File: src/rtl/wb_to_av_bridge.sv
// Wishbone B4 slave to Avalon-MM master bridge: each Wishbone beat becomes one
// single-beat Avalon transfer, with a watchdog that converts a stalled slave into wb_err_o.
module wb_to_av_bridge #(
    parameter int dw      = 32,
    parameter int aw      = 32,
    parameter int burstw  = 8,
    parameter int timeout = 255
) (
    input  logic              av_clk_i,
    input  logic              av_rst_i,
    input  logic [aw-1:0]     wb_adr_i,
    input  logic [dw-1:0]     wb_dat_i,
    input  logic [dw/8-1:0]   wb_sel_i,
    input  logic              wb_we_i,
    input  logic              wb_cyc_i,
    input  logic              wb_stb_i,
    input  logic [2:0]        wb_cti_i,
    input  logic [1:0]        wb_bte_i,
    output logic [dw-1:0]     wb_dat_o,
    output logic              wb_ack_o,
    output logic              wb_err_o,
    output logic [aw-1:0]     av_address_o,
    output logic [dw-1:0]     av_writedata_o,
    output logic [dw/8-1:0]   av_byteenable_o,
    output logic [burstw-1:0] av_burstcount_o,
    output logic              av_write_o,
    output logic              av_read_o,
    input  logic              av_waitrequest_i,
    input  logic              av_readdatavalid_i,
    input  logic [dw-1:0]     av_readdata_i,
    input  logic [1:0]        av_response_i
);

    typedef enum logic [2:0] {IDLE, WR, RD_CMD, RD_DATA, DONE} state_t;

    localparam int cw = (timeout > 1) ? $clog2(timeout + 1) : 1;
    localparam logic [cw-1:0] wd_last = cw'((timeout > 0) ? timeout - 1 : 0);

    state_t        state, state_n;
    logic [cw-1:0] wd_cnt;
    logic          aborted;
    logic          busy, live, wd_expired;
    logic          ack_n, err_n, write_n, read_n, load, capture;
    logic          unused_inputs;

    // Burst type information is not needed: every beat carries its own address.
    assign unused_inputs   = ^{wb_cti_i, wb_bte_i};
    assign av_burstcount_o = burstw'(1);

    assign busy       = (state == WR) || (state == RD_CMD) || (state == RD_DATA);
    assign live       = wb_cyc_i && !aborted;
    assign wd_expired = (timeout != 0) && (wd_cnt == wd_last);

    always_ff @(posedge av_clk_i or posedge av_rst_i) begin
        if (av_rst_i) begin
            state <= IDLE;
        end else begin
            state <= state_n;
        end
    end

    // A transfer abandoned by the master still runs to completion on Avalon,
    // only its acknowledge is swallowed.
    always_comb begin
        state_n = state;
        ack_n   = 1'b0;
        err_n   = 1'b0;
        write_n = av_write_o;
        read_n  = av_read_o;
        load    = 1'b0;
        capture = 1'b0;
        case (state)
            IDLE: begin
                if (wb_cyc_i && wb_stb_i && !wb_ack_o && !wb_err_o) begin
                    load = 1'b1;
                    if (wb_we_i) begin
                        write_n = 1'b1;
                        state_n = WR;
                    end else begin
                        read_n  = 1'b1;
                        state_n = RD_CMD;
                    end
                end
            end
            WR: begin
                if (!av_waitrequest_i) begin
                    write_n = 1'b0;
                    ack_n   = live;
                    state_n = DONE;
                end else if (wd_expired) begin
                    write_n = 1'b0;
                    err_n   = live;
                    state_n = DONE;
                end
            end
            RD_CMD: begin
                if (!av_waitrequest_i) begin
                    read_n = 1'b0;
                    if (av_readdatavalid_i) begin
                        capture = 1'b1;
                        ack_n   = live && (av_response_i == 2'b00);
                        err_n   = live && (av_response_i != 2'b00);
                        state_n = DONE;
                    end else begin
                        state_n = RD_DATA;
                    end
                end else if (wd_expired) begin
                    read_n  = 1'b0;
                    err_n   = live;
                    state_n = DONE;
                end
            end
            RD_DATA: begin
                if (av_readdatavalid_i) begin
                    capture = 1'b1;
                    ack_n   = live && (av_response_i == 2'b00);
                    err_n   = live && (av_response_i != 2'b00);
                    state_n = DONE;
                end else if (wd_expired) begin
                    err_n   = live;
                    state_n = DONE;
                end
            end
            DONE: begin
                state_n = IDLE;
            end
            default: begin
                state_n = IDLE;
            end
        endcase
    end

    always_ff @(posedge av_clk_i or posedge av_rst_i) begin
        if (av_rst_i) begin
            wb_ack_o        <= 1'b0;
            wb_err_o        <= 1'b0;
            av_write_o      <= 1'b0;
            av_read_o       <= 1'b0;
            wb_dat_o        <= '0;
            av_address_o    <= '0;
            av_writedata_o  <= '0;
            av_byteenable_o <= '0;
            aborted         <= 1'b0;
            wd_cnt          <= '0;
        end else begin
            wb_ack_o   <= ack_n;
            wb_err_o   <= err_n;
            av_write_o <= write_n;
            av_read_o  <= read_n;
            if (load) begin
                av_address_o    <= wb_adr_i;
                av_writedata_o  <= wb_dat_i;
                av_byteenable_o <= wb_sel_i;
            end
            if (capture) begin
                wb_dat_o <= av_readdata_i;
            end
            if (load) begin
                aborted <= 1'b0;
            end else if (busy && !wb_cyc_i) begin
                aborted <= 1'b1;
            end
            // Every state change restarts the watchdog, so each phase gets a full budget.
            if (state_n != state) begin
                wd_cnt <= '0;
            end else if (busy) begin
                wd_cnt <= wd_cnt + cw'(1);
            end
        end
    end

endmodule

File: config.mk
export PLATFORM = sky130hd
export DESIGN_NAME = wb_to_av_bridge
export DESIGN_NICKNAME = d
export VERILOG_FILES = /design/src/rtl/wb_to_av_bridge.sv
export SDC_FILE = /design/constraint.sdc
export NUM_CORES = 1
export LEC_CHECK = 0
export ABC_CLOCK_PERIOD_IN_PS = 7200
export CORE_ASPECT_RATIO = 0.5
export CORE_MARGIN = 5
export CORE_UTILIZATION = 45
export DETAILED_ROUTE_END_ITERATION = 8
export PLACE_DENSITY_LB_ADDON = 0.15
export SYNTH_ARGS = -nofsm -noshare
export SYNTH_HDL_FRONTEND = slang
export SYNTH_SLANG_ARGS = --single-unit
File: constraint.sdc
create_clock -name av_clk_i -period 7.2 [get_ports av_clk_i]
set_input_delay 0.72 -clock av_clk_i [delete_from_list [all_inputs] [get_ports av_clk_i]]
set_output_delay 0.72 -clock av_clk_i [all_outputs]
set_load 0.005 [all_outputs]
==> impl_metrics.env <==
export IMPL_rsz0062_at_grt="false"
export IMPL_p_leak_nw=3.36
export IMPL_dr_pass1_iters=4
export IMPL_drive_gt1_share_pct=24.4
export IMPL_hp_class="register to register"
export IMPL_pin_count=226
export IMPL_antenna_cells=0
export IMPL_crit_path_end_kind="register"
export IMPL_clk_path_buf_depth=2
export IMPL_holdPathStages=1
export IMPL_tns_ps=0
export IMPL_drt_total_wl_um=12200
export IMPL_post_cts_setup_buffers=0
export IMPL_gp_congestion=0.785
export IMPL_drv_slew=0
export IMPL_setup_ws_ps=4440
export IMPL_seq_area_frac_synth_pct=57.5
export IMPL_track_usage_pct=18.4
export IMPL_cts_tree="done"
export IMPL_synth_cell_types=43
export IMPL_grt_pass1_vias=3521
export IMPL_port_buffers=212
export IMPL_dp_slack_ps=4040
export IMPL_numCtsBuffers=17
export IMPL_powerDensity_nw_per_um2=438
export IMPL_period_needed_ps=2760
export IMPL_clock_sinks=116
export IMPL_grt_max_degree=70
export IMPL_required_ps=7480
export IMPL_root_buffer="clkbuf_16"
export IMPL_status="completed"
export IMPL_drc=0
export IMPL_final_util_pct=70.6
export IMPL_overflow=0
export IMPL_layout_common_cells="clkdlybuf4s50_1, dfrtp_1, mux2_4"
export IMPL_die_w_um=160
export IMPL_slew_headroom_pct=39.9
export IMPL_ys_async_sr_fraction_pct=100
export IMPL_syn2layout_area_growth_pct=53.6
export IMPL_critPathKind="register to register"
export IMPL_post_drt_wl_per_cell_um=17.6
export IMPL_cts_resized_gates=0
export IMPL_timing_fmax_mhz=362
export IMPL_ant_nets=0
export IMPL_via_count=3293
export IMPL_initial_core_util_pct=45.9
export IMPL_die_area_sq_um=13600
export IMPL_worst_pin_slew_ps=901
export IMPL_avgViaCountPerCell=4.74
export IMPL_ctsHoldBuffers=0
export IMPL_dpl_hpwl_um=8820
export IMPL_critPathArrivalTime_ps=3040
export IMPL_rows=27
export IMPL_rr_worst_depth=4
export IMPL_r2r_slack_ps=4440
export IMPL_antenna_found_initial=0
export IMPL_synth_edff_count=0
export IMPL_insertion_delay_ps=400
export IMPL_drt_iter0_markers=146
export IMPL_period_share_pct=38.3
export IMPL_start_kind="register"
export IMPL_syn_area_per_cell_sq_um=15.7
export IMPL_ys_warnings_count=0
export IMPL_netlist_instances=321
export IMPL_core_area_sq_um=11000
export IMPL_grt_first_pass_wirelength_um=19500
export IMPL_path_clk_slew_ps=50
export IMPL_finalHoldViolations=0
export IMPL_final_common_cell="clkdlybuf4s50_1"
export IMPL_setup_viol=0
export IMPL_maxCapViolCount=0
export IMPL_die_h_um=84.9
export IMPL_synth_top_flop_cell="dfrtp_1"
export IMPL_finalClockSkew_ps=7.67
export IMPL_nNetsFinal=653
export IMPL_critPathMaxFanout=50
export IMPL_synth_seq_cells=116
export IMPL_syn_area_sq_um=5040
export IMPL_cts_max_level=4
export IMPL_max_vdd_ir_drop_uv=205
power breakdown:
part	internal (W)	switching, W
Clock	0.000579	0.000302
Combinational	0.000959	0.000409
Sequential	0.000963	0.000182
kinds of logic after synthesis:
logic type | synth area share [%]
XOR/XNOR | 1.22
AND/OR/NAND/NOR | 5.41
multiplexers | 26.8
AO/OA/AOI/OAI | 2.88
adder cells (fa/ha/maj) | 0.496
buffers and inverters | 5.53
other | 0.149
flip-flops | 57.5
layer usage:
| metal | track usage, % | vias to the layer above | share of wire, % |
|---|---|---|---|
| li1 | - | 1542 | - |
| met3 | 6.02 | 14 | 5.8 |
| met2 | 31.4 | 110 | 51 |
| met5 | 0 | - | 0 |
| met4 | 6.14 | 0 | 1.1 |
| met1 | 22.3 | 1627 | 42 |
path summary, 6_finish.rpt:
check,startpoint,end
max reg2reg,state[0],av_byteenable_o[3]
min reg2reg,av_byteenable_o[2],av_byteenable_o[2]
max,state[0],av_byteenable_o[3]
min in group asynchronous,av_rst_i,wb_dat_o[16]
max in group asynchronous,av_rst_i,av_writedata_o[17]
min,av_byteenable_o[2],av_byteenable_o[2]
stage by stage:
step	cells	total power (W)	hold slack (ps)	instance area, sq um
after floorplan	327	0.00181	457	5070
after global placement	663	0.00251	470	7130
after detailed placement	663	0.00254	474	7130
after CTS	695	0.00344	487	7750
after global routing	695	0.00358	498	7750
final	695	0.00339	484	7750
Yosys cell counts, types with 2 or more instances:
cell / instances / area (sq um)
a211o_1: 2 / 17.5
a21oi_1: 5 / 25.0
and2_1: 2 / 12.5
and3_1: 2 / 12.5
buf_12: 7 / 140
buf_2: 6 / 30.0
buf_4: 8 / 60.1
conb_1: 2 / 7.51
dfrtp_1: 116 / 2900
ha_1: 2 / 25.0
inv_1: 6 / 22.5
mux2_1: 5 / 56.3
mux2_2: 35 / 394
mux2_4: 60 / 901
nand2_1: 6 / 22.5
nand2b_1: 3 / 18.8
nand3_1: 5 / 25.0
nand3b_1: 2 / 15.0
nand4_1: 2 / 12.5
nor2_1: 12 / 45.0
nor3_1: 3 / 15.0
o211ai_1: 2 / 15.0
o21bai_1: 2 / 15.0
or3_1: 2 / 12.5
xnor2_1: 3 / 26.3
xor2_1: 4 / 35.0
registers in the layout, summed over array words and instances (netlist names):
| signal | count |
|---|---|
| state | 3 |
| av_read_o | 1 |
| av_byteenable_o | 4 |
| wb_ack_o | 1 |
| av_write_o | 1 |
| wd_cnt | 8 |
| aborted | 1 |
| wb_err_o | 1 |
| av_writedata_o | 32 |
| wb_dat_o | 32 |
| av_address_o | 32 |
area by class of cell:
cell class,instances,area [sq um]
fillers,781,3230
inverters,6,25.0
clock inverters,13,184
clock buffers,19,433
repair buffers,214,2140
flip-flops and latches,116,2900
multi-input cells,182,1890
well taps,145,181
critical path, stage by stage, from the launching register on:
cell     delay (ps)
dfrtp_1         500
nor4_4          350
and4_4          550
buf_4           790
mux2_2          410
(Power assumes the default switching activity.)
==> RTL change (config.mk and constraints unchanged) <==
Reset style: synchronous (`av_rst_i`), changed in 2 clocked blocks.
--- a/src/rtl/wb_to_av_bridge.sv
+++ b/src/rtl/wb_to_av_bridge.sv
@@ -51,7 +51,7 @@
     assign live       = wb_cyc_i && !aborted;
     assign wd_expired = (timeout != 0) && (wd_cnt == wd_last);
 
-    always_ff @(posedge av_clk_i or posedge av_rst_i) begin
+    always_ff @(posedge av_clk_i) begin
         if (av_rst_i) begin
             state <= IDLE;
         end else begin
@@ -130,7 +130,7 @@
         endcase
     end
 
-    always_ff @(posedge av_clk_i or posedge av_rst_i) begin
+    always_ff @(posedge av_clk_i) begin
         if (av_rst_i) begin
             wb_ack_o        <= 1'b0;
             wb_err_o        <= 1'b0;
Behaviour: differs if av_rst_i is asserted again (counterexample within 4 cycles, from zero or initial values and one cycle with av_rst_i high); with av_rst_i held inactive, the same outputs for 10 cycles.
==> RTL change against the original RTL <==
  * Worst setup slack better by 230 ps
  * Critical endpoint is now av_writedata_o[11]
  * Sequential cell count stayed put
  * Register-to-register slack better by 500 ps
  * Critical path depth increased by 2
  * Synthesized area down 12%
  * Clock skew about the same
  * Global-route usage up 3.4 points
  * Cell area fell by 8.4%
  * Non-clock buffer count is 3 higher
  * Routed wire length rose by 7.1%
  * Highest routed layer unchanged
Power is not compared: it rests on default switching activity, and its combinational part moved more than twofold at a synthesized area within 25%.
==> RTL change: results (changes against the original RTL) <==
worst_setup_path:
  critPathSlowestCell: "nor4bb_1"  # was buf_4
  r2r_cells: 5  # was 4
  endpoint: "av_writedata_o[11]"  # was av_byteenable_o[3]
  rrSetupSlack_ps: 4940  # was 4440 ps
  critPathLaunchType: "input pin"  # was flip-flop
  cp_max_fo: 43  # was 50
  cpPeakStageDelay_ps: 490  # was 790 ps
  crit-reg2reg-launch: "state[1]"  # was state[0]
  critPathLaunch: "wb_stb_i"  # was state[0]
pwr:
  p_leak_uw: 0.00252
run_status:
  status: "finished clean"  # unchanged
min_path:
  whs_path_depth: 2  # was 1
synth:
  synth_xor_area_frac: 0.0158  # was 0.0122
  synthAdderAreaFrac: 0.00564  # was 0.00496
  synthArstFlopShare: 0  # was 1.00
  avgSynthCellArea_um2: 8.13  # was 15.7 um2
  synth_area_leaders: "dfxtp_1 52%, nand2_1 17%, a21oi_1 12%, buf_6 2.3%, clkbuf_1 1.7%"  # was dfrtp_1 58%, mux2_4 18%, mux2_2 7.8%, buf_12 2.8%, buf_4 1.2%
  ys.flop_type: "dfxtp_1"  # was dfrtp_1
  synthMuxAreaShare: 0  # was 0.268
  yosys-top-cells-count: "206 x nand2_1, 116 x dfxtp_1, 106 x a21oi_1, 20 x clkbuf_1, 11 x nor3_1"  # was 116 x dfrtp_1, 60 x mux2_4, 35 x mux2_2, 12 x nor2_1, 8 x buf_4
  ys_types: 42  # was 43
  synth_compound_area_frac: 0.150  # was 0.0288
  yosysSeqAreaShare: 0.523  # was 0.575
layout:
  nFillCells: 730  # was 781
  clock_buffers: 21  # was 19
  final_nets: 858  # was 653
  seq_share: 0.327  # was 0.375
  seq_cells: 116  # unchanged
  clk_share: 0.0834  # was 0.0796
  drive_gt1_frac: 0.0584  # was 0.244
  multi_input_gates: 385  # was 182
  instances_no_fill: 889  # was 695
  multi_input_area_um2: 1840  # was 1890 um2
grt:
  grt_pass1_wl_mm: 20.8  # was 19.5 mm
  grt_max_degree: 72  # was 70
  track_usage: 0.218  # was 0.184
  grt_pass1_vias: 4203  # was 3521
sta:
  skew_ps: 7.82  # was 7.67 ps
  whs_ps: 446  # was 484 ps
  relSlewSlack: 0.234  # was 0.399
  period_needed_ps: 2530  # was 2760 ps
routing:
  vias_per_cell: 4.84  # was 4.74
place:
  placed_area_um2: 6510  # was 7130 um2
  place_ws_ps: 4290  # was 4040 ps
  gp_congestion: 0.780  # was 0.785
-- RTL change: routing by layer --
layer / GRT usage / vias to the layer above / wire length, um
met1: 0.246 / 1966 / 5240
met2: 0.366 / 146 / 6230
met5: 0 / - / 0
met4: 0.0912 / 0 / 245
li1: - / 2169 / -
met3: 0.0908 / 19 / 1390
-- RTL change: worst min path at each step --
stage,startpoint,endpoint
floorplan,av_address_o[0],av_address_o[0]
global placement,av_address_o[15],av_address_o[15]
detailed placement,av_byteenable_o[2],av_byteenable_o[2]
CTS,av_writedata_o[7],av_writedata_o[7]
global route,wb_dat_o[25],wb_dat_o[25]
finish,av_writedata_o[7],av_writedata_o[7]
-- RTL change: tightest hold or removal path, stage by stage (launching register included) --
cell     delay [ps]
dfxtp_1         300
nand2_1          50
a21oi_1          50
-- RTL change: power by group through the flow --
stage	registers, uW	clock network, uW	logic [uW]
floorplan	696	0	79.4
global placement	695	0	189
detailed placement	697	0	191
CTS	684	851	192
global route	686	891	208
finish	684	838	190
